`src/rtl/resp_mon_pkg.sv`:
```
// Shared types and helpers for the response-window monitor.
package resp_mon_pkg;

    typedef struct packed {
        logic pass;
        logic fail;
        logic pend;
    } lane_status_t;

    // Width needed to hold an attempt age in 0..h (at least one bit).
    function automatic int unsigned bound_w(input int unsigned h);
        return (h < 1) ? 1 : $clog2(h + 1);
    endfunction

endpackage

```
`src/rtl/resp_window_lane.sv`:
```
// One channel of "req |-> ##[L:H] ack": age shift register, resolution logic
// and a saturating fail counter.
module resp_window_lane
    import resp_mon_pkg::*;
#(
    parameter int unsigned L     = 1,
    parameter int unsigned H     = 3,
    parameter int unsigned CNT_W = 8
) (
    input  logic             clk,
    input  logic             reset_n,
    input  logic             clr_i,
    input  logic             dis_i,
    input  logic             req_i,
    input  logic             ack_i,
    output lane_status_t     status_o,
    output logic             fail_evt_o,
    output logic [CNT_W-1:0] fail_cnt_o
);

    localparam int unsigned PW = (H > 0) ? H : 1;
    localparam int unsigned AW = bound_w(H);

    logic [PW-1:0] pend_q;
    logic [H:0]    cur;
    logic [H:0]    nxt;
    logic          sat;
    logic          exp_hit;

    always_comb begin
        cur    = '0;
        cur[0] = req_i;
        for (int unsigned k = 1; k <= H; k++) begin
            cur[k] = pend_q[k-1];
        end

        sat = 1'b0;
        for (int unsigned k = 0; k <= H; k++) begin
            if (AW'(k) >= AW'(L)) sat = sat | cur[k];
        end
        sat     = sat & ack_i & ~dis_i;
        exp_hit = cur[H] & ~ack_i & ~dis_i;

        // nxt[H] stays 0: the oldest attempt is always retired this cycle.
        nxt = '0;
        for (int unsigned k = 0; k < H; k++) begin
            nxt[k] = cur[k] & ~(ack_i & (AW'(k) >= AW'(L))) & ~dis_i;
        end
    end

    assign fail_evt_o = exp_hit;

    always_ff @(posedge clk or negedge reset_n) begin
        if (!reset_n) begin
            pend_q     <= '0;
            status_o   <= '0;
            fail_cnt_o <= '0;
        end else begin
            pend_q        <= nxt[PW-1:0];
            status_o.pass <= sat;
            status_o.fail <= exp_hit;
            status_o.pend <= |nxt;
            if (clr_i) begin
                fail_cnt_o <= '0;
            end else if (exp_hit && (fail_cnt_o != '1)) begin
                fail_cnt_o <= fail_cnt_o + 1'b1;
            end
        end
    end

endmodule

```
`src/rtl/resp_window_monitor.sv`:
```
// Multi-channel checker for "req |-> ##[MIN:MAX] ack disable iff (dis)",
// one lane per channel plus a sticky fail flag across all lanes.
module resp_window_monitor
    import resp_mon_pkg::*;
#(
    parameter int unsigned N_CH       = 4,
    parameter int unsigned MIN_DLY    = 1,
    parameter int unsigned MAX_DLY    = 3,
    parameter int unsigned NONOVERLAP = 0,
    parameter int unsigned CNT_W      = 8
) (
    input  logic                  clk,
    input  logic                  reset_n,
    input  logic                  clr_i,
    input  logic [N_CH-1:0]       dis_i,
    input  logic [N_CH-1:0]       req_i,
    input  logic [N_CH-1:0]       ack_i,
    output logic [N_CH-1:0]       pass_o,
    output logic [N_CH-1:0]       fail_o,
    output logic [N_CH-1:0]       pend_o,
    output logic                  fail_any_o,
    output logic [N_CH*CNT_W-1:0] fail_cnt_o
);

    localparam int unsigned L = MIN_DLY + NONOVERLAP;
    localparam int unsigned H = MAX_DLY + NONOVERLAP;

    if (MAX_DLY < MIN_DLY) begin : g_bad_bounds
        $error("resp_window_monitor: MAX_DLY must be >= MIN_DLY");
    end

    lane_status_t    lane_st [N_CH];
    logic [N_CH-1:0] fail_evt;

    for (genvar c = 0; c < N_CH; c++) begin : g_lane
        resp_window_lane #(
            .L     (L),
            .H     (H),
            .CNT_W (CNT_W)
        ) u_lane (
            .clk        (clk),
            .reset_n    (reset_n),
            .clr_i      (clr_i),
            .dis_i      (dis_i[c]),
            .req_i      (req_i[c]),
            .ack_i      (ack_i[c]),
            .status_o   (lane_st[c]),
            .fail_evt_o (fail_evt[c]),
            .fail_cnt_o (fail_cnt_o[c*CNT_W +: CNT_W])
        );

        assign pass_o[c] = lane_st[c].pass;
        assign fail_o[c] = lane_st[c].fail;
        assign pend_o[c] = lane_st[c].pend;
    end

    always_ff @(posedge clk or negedge reset_n) begin
        if (!reset_n) begin
            fail_any_o <= 1'b0;
        end else if (clr_i) begin
            fail_any_o <= 1'b0;
        end else if (|fail_evt) begin
            fail_any_o <= 1'b1;
        end
    end

endmodule

```
`config.mk`:
```
export PLATFORM = sky130hd
export DESIGN_NAME = resp_window_monitor
export DESIGN_NICKNAME = d
export VERILOG_FILES = /design/src/rtl/resp_mon_pkg.sv /design/src/rtl/resp_window_lane.sv /design/src/rtl/resp_window_monitor.sv
export SDC_FILE = /design/constraint.sdc
export NUM_CORES = 1
export LEC_CHECK = 0
export ABC_AREA = 1
export CAP_MARGIN = 10
export CORE_MARGIN = 1.5
export CORE_UTILIZATION = 45
export CTS_CLUSTER_SIZE = 8
export DETAILED_ROUTE_END_ITERATION = 8
export GPL_TIMING_DRIVEN = 0
export PLACE_DENSITY_LB_ADDON = 0.08
export SYNTH_ARGS = -nofsm -noshare
export SYNTH_HDL_FRONTEND = slang
export SYNTH_SLANG_ARGS = --single-unit
```
`constraint.sdc`:
```
create_clock -name clk -period 1.4 [get_ports clk]
set_input_delay 0.21 -clock clk [delete_from_list [all_inputs] [get_ports clk]]
set_output_delay 0.21 -clock clk [all_outputs]
set_load 0.02 [all_outputs]
```
==> results of run 1 <==
cell families after synthesis:
group / after synthesis
XOR/XNOR: 9
buffers and inverters: 52
adder cells (fa/ha/maj): 4
flip-flops: 57
AO/OA/AOI/OAI: 19
AND/OR/NAND/NOR: 206
layer usage:
layer	routed length (um)	vias up	GRT usage, %
met4	138	0	11.69
met5	0	-	0
met1	2782	1172	25.12
met2	2954	70	31.31
li1	-	1254	-
met3	302	11	4.111
power by group through the flow:
stage,Clock [uW],Combinational [uW],Sequential (uW)
2_1_floorplan,0,66.0,1730
3_3_place_gp,0,208,1710
3_5_place_dp,0,215,1710
4_1_cts,1910,208,1680
5_1_grt,1980,228,1680
6_report,1890,205,1680
layout by cell type, fill, tap and decap left out, types with 4 or more instances in the layout:
cell,count
nor2_4,4
clkdlybuf4s15_1,4
nor3_1,6
o21ai_1,4
inv_2,7
nor3b_1,4
buf_4,12
a21oi_1,7
nor2_1,33
dlygate4sd2_1,37
nand2_2,11
xor2_1,9
dfrtp_1,56
nand2_4,6
clkdlybuf4s50_1,13
nand3_1,41
nand2_1,95
clkbuf_8,9
inv_1,36
nor2_2,5
sequential cells by signal, summed over array words and instances, names as in the netlist:
| register | flops |
|---|---|
| g_lane.u_lane.fail_cnt_o | 32 |
| g_lane.u_lane.pend_q | 12 |
| g_lane.u_lane.status_o | 12 |
| fail_any_o | 1 |
area by class of cell:
type / instances / share of cell area [%]
buffer: 4 / 0.5550
clock buffer: 9 / 3.232
clock inverter: 7 / 3.102
inverter: 48 / 4.832
multi-input combinational: 240 / 32.35
sequential: 57 / 37.25
tap: 75 / 2.449
timing repair buffer: 70 / 16.23
worst reg2reg max path, stage by stage, from the launching register on:
cell	delay (ps)
dfrtp_1	420
ha_2	220
nand2_2	70
nor2_2	130
nand2_2	110
nand2_4	120
inv_2	70
nand3_1	70
nand2_1	50
how the worst max path moves through the flow:
stage	startpoint	to	slack [ps]
after global routing	g_lane[0].u_lane.fail_cnt_o[0]	g_lane[0].u_lane.fail_cnt_o[2]	-30
after floorplan	g_lane[0].u_lane.fail_cnt_o[0]	g_lane[0].u_lane.fail_cnt_o[3]	20
after global placement	reset_n	g_lane[1].u_lane.fail_cnt_o[3]	-1710
final	g_lane[2].u_lane.fail_cnt_o[0]	fail_cnt_o[16]	20
after detailed placement	clr_i	g_lane[2].u_lane.fail_cnt_o[5]	-230
after CTS	g_lane[2].u_lane.fail_cnt_o[3]	fail_cnt_o[19]	0.4
repair_timing:
action                                 4_1_cts  5_1_grt
setup endpoints to repair                   47       34
endpoints found under the hold margin       17        0
pin swaps                                    1        8
buffers inserted                             2        7
gates resized for setup                     45       26
hold buffers                                 1        0
gates cloned                                 0        2
through the flow:
stage,TNS (ps),cells,worst slack (ps),hold slack [ps]
floorplan,0,347,17.91,-85.59
global placement,-101960,481,-1710,473.9
detailed placement,-5180,482,-227.9,173.4
CTS,0,501,0.4142,339.3
global route,-90.08,510,-34.04,387.7
finish,0,510,19.20,337.6
==> flow_summary_export.csv, run 1 <==
group,metric,value,unit
run_status,status,"finished, final reports clean",
pwr,power.density_cell_area,983.7,nW/um2
global_routing,number_of_antenna_violations_at_the_first_check_in_global_routing,0,
pwr,pwr-share-comb,5.4,%
pwr,power_switching_share,22.25,%
cells_and_area,diodes,0,
logic_synthesis,fraction_of_synthesized_area_in_multiplexers,0,%
setup_path,critical_path.cell_chain,"buf_4 > clkdlybuf4s15_1",
logic_synthesis,synthesis.instances,347,
route,post-route-drc-count,0,
clocking,worst_skew_pair.late_latency,330,ps
logic_synthesis,postSynthNetCount,366,
logic_synthesis,ys_warn_count,0,
pwr,power_frac_clock,50.0,%
clocking,path_clk_slew,70,ps
logic_synthesis,synth_simple_gate_area_share,33.47,%
pwr,p_leak,0.002149,uW
logic_synthesis,yosys.cell_types.count,26,
placed_design,finalWeightedCongestion,0.8238,
logic_synthesis,synth_edf_count,0,
cells_and_area,layout-drive-gt1-share,17.93,%
die,floorplan.core_area,5991,um2
clocking,cts_max_level,3,
die,chipHeight,82.04,um
logic_synthesis,yosysTopAreaCell,"dfrtp_1",
logic_synthesis,synth.most_common_cell,"nand2_1",
setup_path,critical_path.max_fanout,3,
logic_synthesis,synth_top_family_by_area,"simple AND/OR/NAND/NOR gates",
global_routing,first_global_vias,2316,
logic_synthesis,synthArstFlopShare,100.0,%
global_routing,first_pass_grt_wire_length,10.05,mm
setup_path,critical_path_class,"reg -> out",
die,initial_utilization,46.93,%
pwr,pwr-share-seq,44.5,%
pwr,power.internal,2931,uW
logic_synthesis,synth_flop_cell,"dfrtp_1",
clocking,ctsRootBufferMaster,"clkbuf_8",
cells_and_area,final_nets,449,
timing,worst_pin_slew,446.9,ps
logic_synthesis,synth-compound-area-share,3.916,%
timing,report.final.slew_viol_count,0,
die,die_w,82.04,um
cells_and_area,multi_input_comb_area,1240,um2
setup_path,critPathTopFamily,"buffers and inverters",
placed_design,placed_area,3511,um2
clocking,cts_num_sinks,57,
setup_path,cp_slowest_stage_delay,400,ps
die,num_io_pins,60,
pwr,switch_pwr,838.8,uW
cells_and_area,fin_util,63.97,%
global_routing,overflow,0,
setup_path,critical_path_arrival,1170,ps
route,drt_pass1_iterations,4,
pwr,peakVddDrop,0.0006414,V
route,vias,2507,
logic_synthesis,ys_top_cells_by_area,"dfrtp_1 (51%), nand2_1 (13%), nand3_1 (7.3%), inv_1 (4.8%), nor2_1 (4.5%)",
timing,timing.max_slew.rel_slack,70.21,%
placed_design,post-dp-hpwl,4.226,mm
setup_path,critPathLaunchType,"flop",
logic_synthesis,synth.top_cells.by_count,"nand2_1 (99), dfrtp_1 (57), nand3_1 (41)",
cells_and_area,area_growth_syn_to_layout,36.32,%
setup_path,crit_path_top_delay_cell,"dfrtp_1",
setup_path,critPathBufInv,2,
cells_and_area,sequential_cell_area,1428,um2
setup_path,required,1190,ps
die,die_area,6731,um2
route,antenna_left,0,
route,detail_route.wl_per_cell,12.11,um
timing,final_hold_viol_count,0,
cells_and_area,layout_filler_cell_count,545,
timing,setup_viol,0,
route,detailedRoute.firstIterationViolations,89,
placed_design,port_buffers,59,
setup_path,setup.reg_to_reg.worst_slack,40,ps
logic_synthesis,synth.top_cell.area_share,50.73,%
setup_path,worst-path-stages,2,
timing,skew,4.034,ps
setup_path,reg2reg_depth,8,
die,fp-row-count,28,
logic_synthesis,ys_seq_elements,57,
setup_path,timing.rr.start,"g_lane[0].u_lane.fail_cnt_o[0]",
route,avgViaCountPerCell,4.916,
clocking,cts_tree,"built",
logic_synthesis,synth_xor_area_share,2.804,%
cells_and_area,finalInstanceArea,3832,um2
clocking,clock_tree_buf_depth,2,
logic_synthesis,post_synthesis_instance_area,2811,um2
timing,period_minus_slack,1381,ps
logic_synthesis,avgSynthCellArea,8.102,um2
pwr,fin_total_pwr,3770,uW
min_path,hold_path.class,"in -> async",
clocking,cts_buffers,9,
timing,fmaxAchievable,724.2,MHz
global_routing,maximum_number_of_pins_on_one_net_before_global_route_repair,41,
setup_path,end_of_the_worst_register_to_register_path,"g_lane[0].u_lane.fail_cnt_o[0]",
timing,post-route-period-util,98.63,%
logic_synthesis,synth_fa_ha_area_share,1.780,%
global_routing,track_usage,19.87,%
setup_path,endpoint_kind,"primary output",
route,route.final.wire_length,6.178,mm
logic_synthesis,ys_seq_area_share,50.73,%
job,cap_viol_max_count,0,
Note: power is estimated with default switching activity, not from simulation.
==> run 2, diff against run 1 <==
CORE_MARGIN = 4   (was 1.5)
==> run 2 against run 1 <==
  * Worst setup slack better by 22 ps
  * Non-clock buffer count rose by 1
  * Via count is essentially flat
  * Critical endpoint is now fail_cnt_o[1]
  * Critical path type unchanged
==> flow_summary_export.csv, run 2 (synthesis results as in run 1) <==
group,metric,value,unit
timing,final_hold_viol_count,0,
die,initial_utilization,46.93,%
global_routing,overflow,0,
clocking,path_clk_slew,70,ps
global_routing,first_pass_grt_wire_length,10.63,mm
cells_and_area,most-common-layout-cells,"nand2_1 (94), dfrtp_1 (55), nand3_1 (41), dlygate4sd2_1 (37), inv_1 (36)",
pwr,power_switching_share,22.34,%
pwr,p_leak,0.002142,uW
pwr,switch_pwr,789.0,uW
clocking,ctsRootBufferMaster,"clkbuf_8",
timing,timing.max_slew.rel_slack,65.90,%
clocking,cts_buffers,9,
die,die_w,87.04,um
cells_and_area,sequential_cell_area,1429,um2
placed_design,placed_cells_incl_taps,482,
setup_path,critical_path.max_fanout,3,
global_routing,number_of_antenna_violations_at_the_first_check_in_global_routing,0,
setup_path,critPathLaunchType,"flop",
cells_and_area,diodes,0,
run_status,status,"finished, final reports clean",
cells_and_area,multi_input_comb_area,1237,um2
placed_design,post-dp-hpwl,4.442,mm
route,antenna_left,0,
pwr,power_frac_clock,46.7,%
cells_and_area,final_nets,450,
pwr,power.internal,2743,uW
route,detail_route.wl_per_cell,12.33,um
route,avgViaCountPerCell,4.904,
placed_design,finalWeightedCongestion,0.8304,
setup_path,reg2reg_depth,8,
setup_path,crit_path_top_delay_cell,"dfrtp_1",
timing,skew,6.272,ps
route,vias,2506,
route,drt_pass1_iterations,4,
cells_and_area,layout-drive-gt1-share,17.89,%
clocking,cts_num_sinks,57,
timing,tns,0,ps
die,num_io_pins,60,
route,detailedRoute.firstIterationViolations,100,
clocking,worst_skew_pair.late_latency,330,ps
die,chipHeight,87.04,um
pwr,pwr-share-comb,5.8,%
setup_path,required,1190,ps
placed_design,port_buffers,59,
global_routing,maximum_number_of_pins_on_one_net_before_global_route_repair,38,
setup_path,critical_path_class,"reg -> out",
setup_path,critical_path_arrival,1150,ps
cells_and_area,final-instance-count-excl-fill,511,
setup_path,setup.reg_to_reg.worst_slack,80,ps
die,floorplan.core_area,5991,um2
cells_and_area,layout_commonest_cell,"nand2_1",
global_routing,track_usage,17.81,%
timing,period_minus_slack,1359,ps
route,post-route-drc-count,0,
cells_and_area,top_register,"g_lane.u_lane.fail_cnt_o",
clocking,cts_tree,"built",
timing,setup_viol,0,
pwr,peakVddDrop,0.0006426,V
timing,worst_pin_slew,511.4,ps
route,route.final.wire_length,6.299,mm
timing,post-route-period-util,97.07,%
clocking,clock_tree_buf_depth,2,
timing,fmaxAchievable,735.9,MHz
pwr,power.density_cell_area,927.2,nW/um2
pwr,pwr-share-seq,47.6,%
job,cap_viol_max_count,0,
setup_path,endpoint_kind,"primary output",
cells_and_area,layout_filler_cell_count,555,
die,fp-row-count,28,
cells_and_area,area_growth_syn_to_layout,35.51,%
setup_path,cp_slowest_stage_delay,400,ps
timing,report.final.slew_viol_count,0,
global_routing,first_global_vias,2430,
clocking,cts_max_level,3,
setup_path,critical_path.cell_chain,"buf_4 > clkdlybuf4s15_1",
cells_and_area,top_regs,"g_lane.u_lane.fail_cnt_o x32, g_lane.u_lane.pend_q x12, g_lane.u_lane.status_o x12",
min_path,hold_path.class,"in -> async",
die,die_area,7576,um2
pwr,fin_total_pwr,3532,uW
cells_and_area,largest_register_ffs,32,
run 2: worst paths after layout:
kind	startpoint	endpoint
hold / removal	reset_n	g_lane[0].u_lane.fail_cnt_o[6]
min in group clk	req_i[0]	g_lane[0].u_lane.pend_q[0]
hold reg to reg	g_lane[0].u_lane.pend_q[1]	g_lane[0].u_lane.pend_q[2]
max in group asynchronous	reset_n	g_lane[1].u_lane.fail_cnt_o[0]
setup reg to reg	g_lane[0].u_lane.fail_cnt_o[0]	g_lane[0].u_lane.fail_cnt_o[2]
setup / recovery	g_lane[0].u_lane.fail_cnt_o[1]	fail_cnt_o[1]
run 2: stage by stage:
| stage | cell area [um2] | util [%] | worst slack [ps] | hold WS [ps] |
|---|---|---|---|---|
| floorplan | 2811 | - | 17.91 | -85.59 |
| global placement | 3496 | 58.35 | -1740 | 475.5 |
| detailed placement | 3511 | 58.60 | -210.8 | 211.3 |
| CTS | 3695 | 61.68 | -7.596 | 392.4 |
| global route | 3810 | 63.60 | -6.979 | 419.9 |
| finish | 3810 | 63.60 | 41.08 | 383.2 |
run 2: routing by layer:
metal | global-route usage, % | part of all wire [%] | up-vias | wire length (um)
li1 | - | - | 1259 | -
met1 | 22.27 | 45 | 1177 | 2834
met2 | 29.61 | 49 | 60 | 3093
met3 | 4.352 | 4.6 | 10 | 291
met4 | 6.941 | 1.3 | 0 | 80
met5 | 0 | 0 | - | 0
run 2: critical path, delay by kind of cell (launching register included):
family | cells | cell delay [ps]
buf+inv | 2 | 420
flops | 1 | 400
run 2: power by group through the flow:
stage                     Clock (uW)  Combinational, uW  Sequential [uW]
final                           1650                203             1680
after global routing            1770                229             1680
after CTS                       1680                208             1680
after detailed placement           0                215             1710
after global placement             0                209             1710
after floorplan                    0               66.0             1730
run 2: timing repair:
| action | 4_1_cts | 5_1_grt |
|---|---|---|
| endpoints found under the setup margin | 50 | 35 |
| pin swaps | 1 | 7 |
| resized for setup | 46 | 24 |
| gates cloned | 0 | 2 |
| buffers inserted | 2 | 8 |
| hold buffers | 1 | 0 |
| endpoints found under the hold margin | 20 | 0 |
run 2: final cells by class:
cell class	count	share of cell area, %
Tap cell	75	2.463
Clock inverter	6	2.167
Multi-Input combinational cell	240	32.48
Inverter	48	4.828
Clock buffer	10	3.350
Buffer	4	0.5583
Timing Repair Buffer	71	16.65
Sequential cell	57	37.50
==> patch: new RTL, config.mk and constraints of run 1 <==
Set the parameter `MAX_DLY` to 2 (it was 3).
--- a/src/rtl/resp_window_monitor.sv
+++ b/src/rtl/resp_window_monitor.sv
@@ -7,3 +7,3 @@
     parameter int unsigned MIN_DLY    = 1,
-    parameter int unsigned MAX_DLY    = 3,
+    parameter int unsigned MAX_DLY    = 2,
     parameter int unsigned NONOVERLAP = 0,
Check against the original RTL: not equivalent (a bounded check fails within 4 cycles, from zero or initial values and one cycle with reset_n low).
==> patch against run 1 <==
  * First-iteration DRC count shrank 26%
  * Critical path type unchanged
  * Critical path depth is the same
  * Design area shrank 8.3%
  * Sequential cell count shrank 4
  * Synthesized area shrank 6.7%
  * Wire length shrank 7.1%
  * Total power shrank 30%
  * Global-route usage shrank 0.53 points
  * Worst setup slack gained 0.034 ns
==> patch: results (changes against run 1) <==
multi_input_area_sq_um: 1200  # -3.2%
slowest_delay_ns: 0.40  # about the same
grtUsageMet2_pct: 32.39  # +1.1 points
drt-initial-drc-count: 66  # -26%
crit_start: "g_lane[0].u_lane.fail_cnt_o[0]"
synth_fa_ha_area_share_pct: 1.907  # +0.13 points
clkLatencyLatePin_ns: 0.30  # -0.03 ns
powerDensity_nw_per_um2: 752.5  # -24%
reg2reg_slack_ns: 0.08  # +0.04 ns
grt_use_total_pct: 19.34  # -0.53 points
skew_ns: 0.008232  # +0.004198 ns
ys_seq_area_share_pct: 50.55  # -0.19 points
wl_met3_um: 223  # -26%
synth-compound-area-share_pct: 3.863  # -0.054 points
status: "finished clean"
drive_gt1_share_pct: 14.73  # -3.2 points
met2_length_um: 2766  # -6.4%
relSlewSlack_pct: 64.23  # -6.0 points
endpoint: "fail_cnt_o[0]"
met1_usage_pct: 24.49  # -0.64 points
clkbuf_count: 7  # -2
power.leakage_uw: 0.001997  # -7.0%
buffers: 75  # +1.4%
ys_ff_latch: 53  # -7.0%
htreeDepth: 2  # -1
worstPathArrival_ns: 1.14  # -0.03 ns
place.gp.congestion: 0.8566  # +4.0%
reg.largest.list: "g_lane.u_lane.fail_cnt_o: 32 flops, g_lane.u_lane.status_o: 12 flops, g_lane.u_lane.pend_q: 8 flops"
ir_worst_vdd_mv: 0.4560  # -29%
met1_length_um: 2654  # -4.6%
whs_ns: 0.4145  # +0.07693 ns
place_area_sq_um: 3319  # -5.5%
final-clk-cell-share_pct: 2.456  # -3.9 points
drc: 0  # unchanged
r2r_start: "g_lane[2].u_lane.fail_cnt_o[1]"
synth.net_count: 353  # -3.6%
grt_start_max_net_pins: 33  # -20%
dpl.hpwl_um: 4048  # -4.2%
grt_pass1_vias: 2115  # -8.7%
nNetsFinal: 433  # -3.6%
cts-resized-gates: 49  # +8.9%
port_buffers: 59  # unchanged
grt_pass1_wl_um: 9528  # -5.2%
grtUsageMet3_pct: 4.368  # +0.26 points
synthDistinctLibCells: 25  # -3.8%
fill_cells: 517  # -5.1%
num_vias: 2362  # -5.8%
postCtsSetupRepairBufs: 3  # +1
reg2reg_to: "g_lane[2].u_lane.fail_cnt_o[7]"
area_growth_pct: 34.00
inverters: 39  # -19%
synth-xor-area-share_pct: 2.670  # -0.13 points
synthTopCellsByCount: "100 x nand2_1, 53 x dfrtp_1, 47 x nor2_1"
buffer_area_share_pct: 18.68  # +1.9 points
## patch: cell types whose count changed after synthesis, sizes merged, moves of 2 or more
cell / change
dfrtp: -4
o21bai: -3
clkinv: -2
nor3: +3
a21oi: +2
nand3: -9
nor2: +10
nand4: +2
nor3b: -4
inv: -7
## patch: through the flow
| step | setup TNS [ns] | std cells | setup WS [ns] | power (uW) | util [%] |
|---|---|---|---|---|---|
| floorplan | 0 | 334 | 0.02329 | 1678 | - |
| global placement | -88.21 | 465 | -1.537 | 1805 | 59.28 |
| detailed placement | -6.975 | 466 | -0.3672 | 1811 | 59.55 |
| CTS | 0 | 477 | 0.0007522 | 2692 | 60.92 |
| global route | -0.1590 | 486 | -0.03544 | 2765 | 63.08 |
| finish | 0 | 486 | 0.05309 | 2646 | 63.08 |
## patch: where the power goes
part | total [uW] | leakage [uW] | switching (uW) | internal (uW)
sequential | 1560 | 0.000724 | 8.99 | 1550
clock | 873 | 0.0000443 | 479 | 394
combinational | 212 | 0.00123 | 130 | 81.8
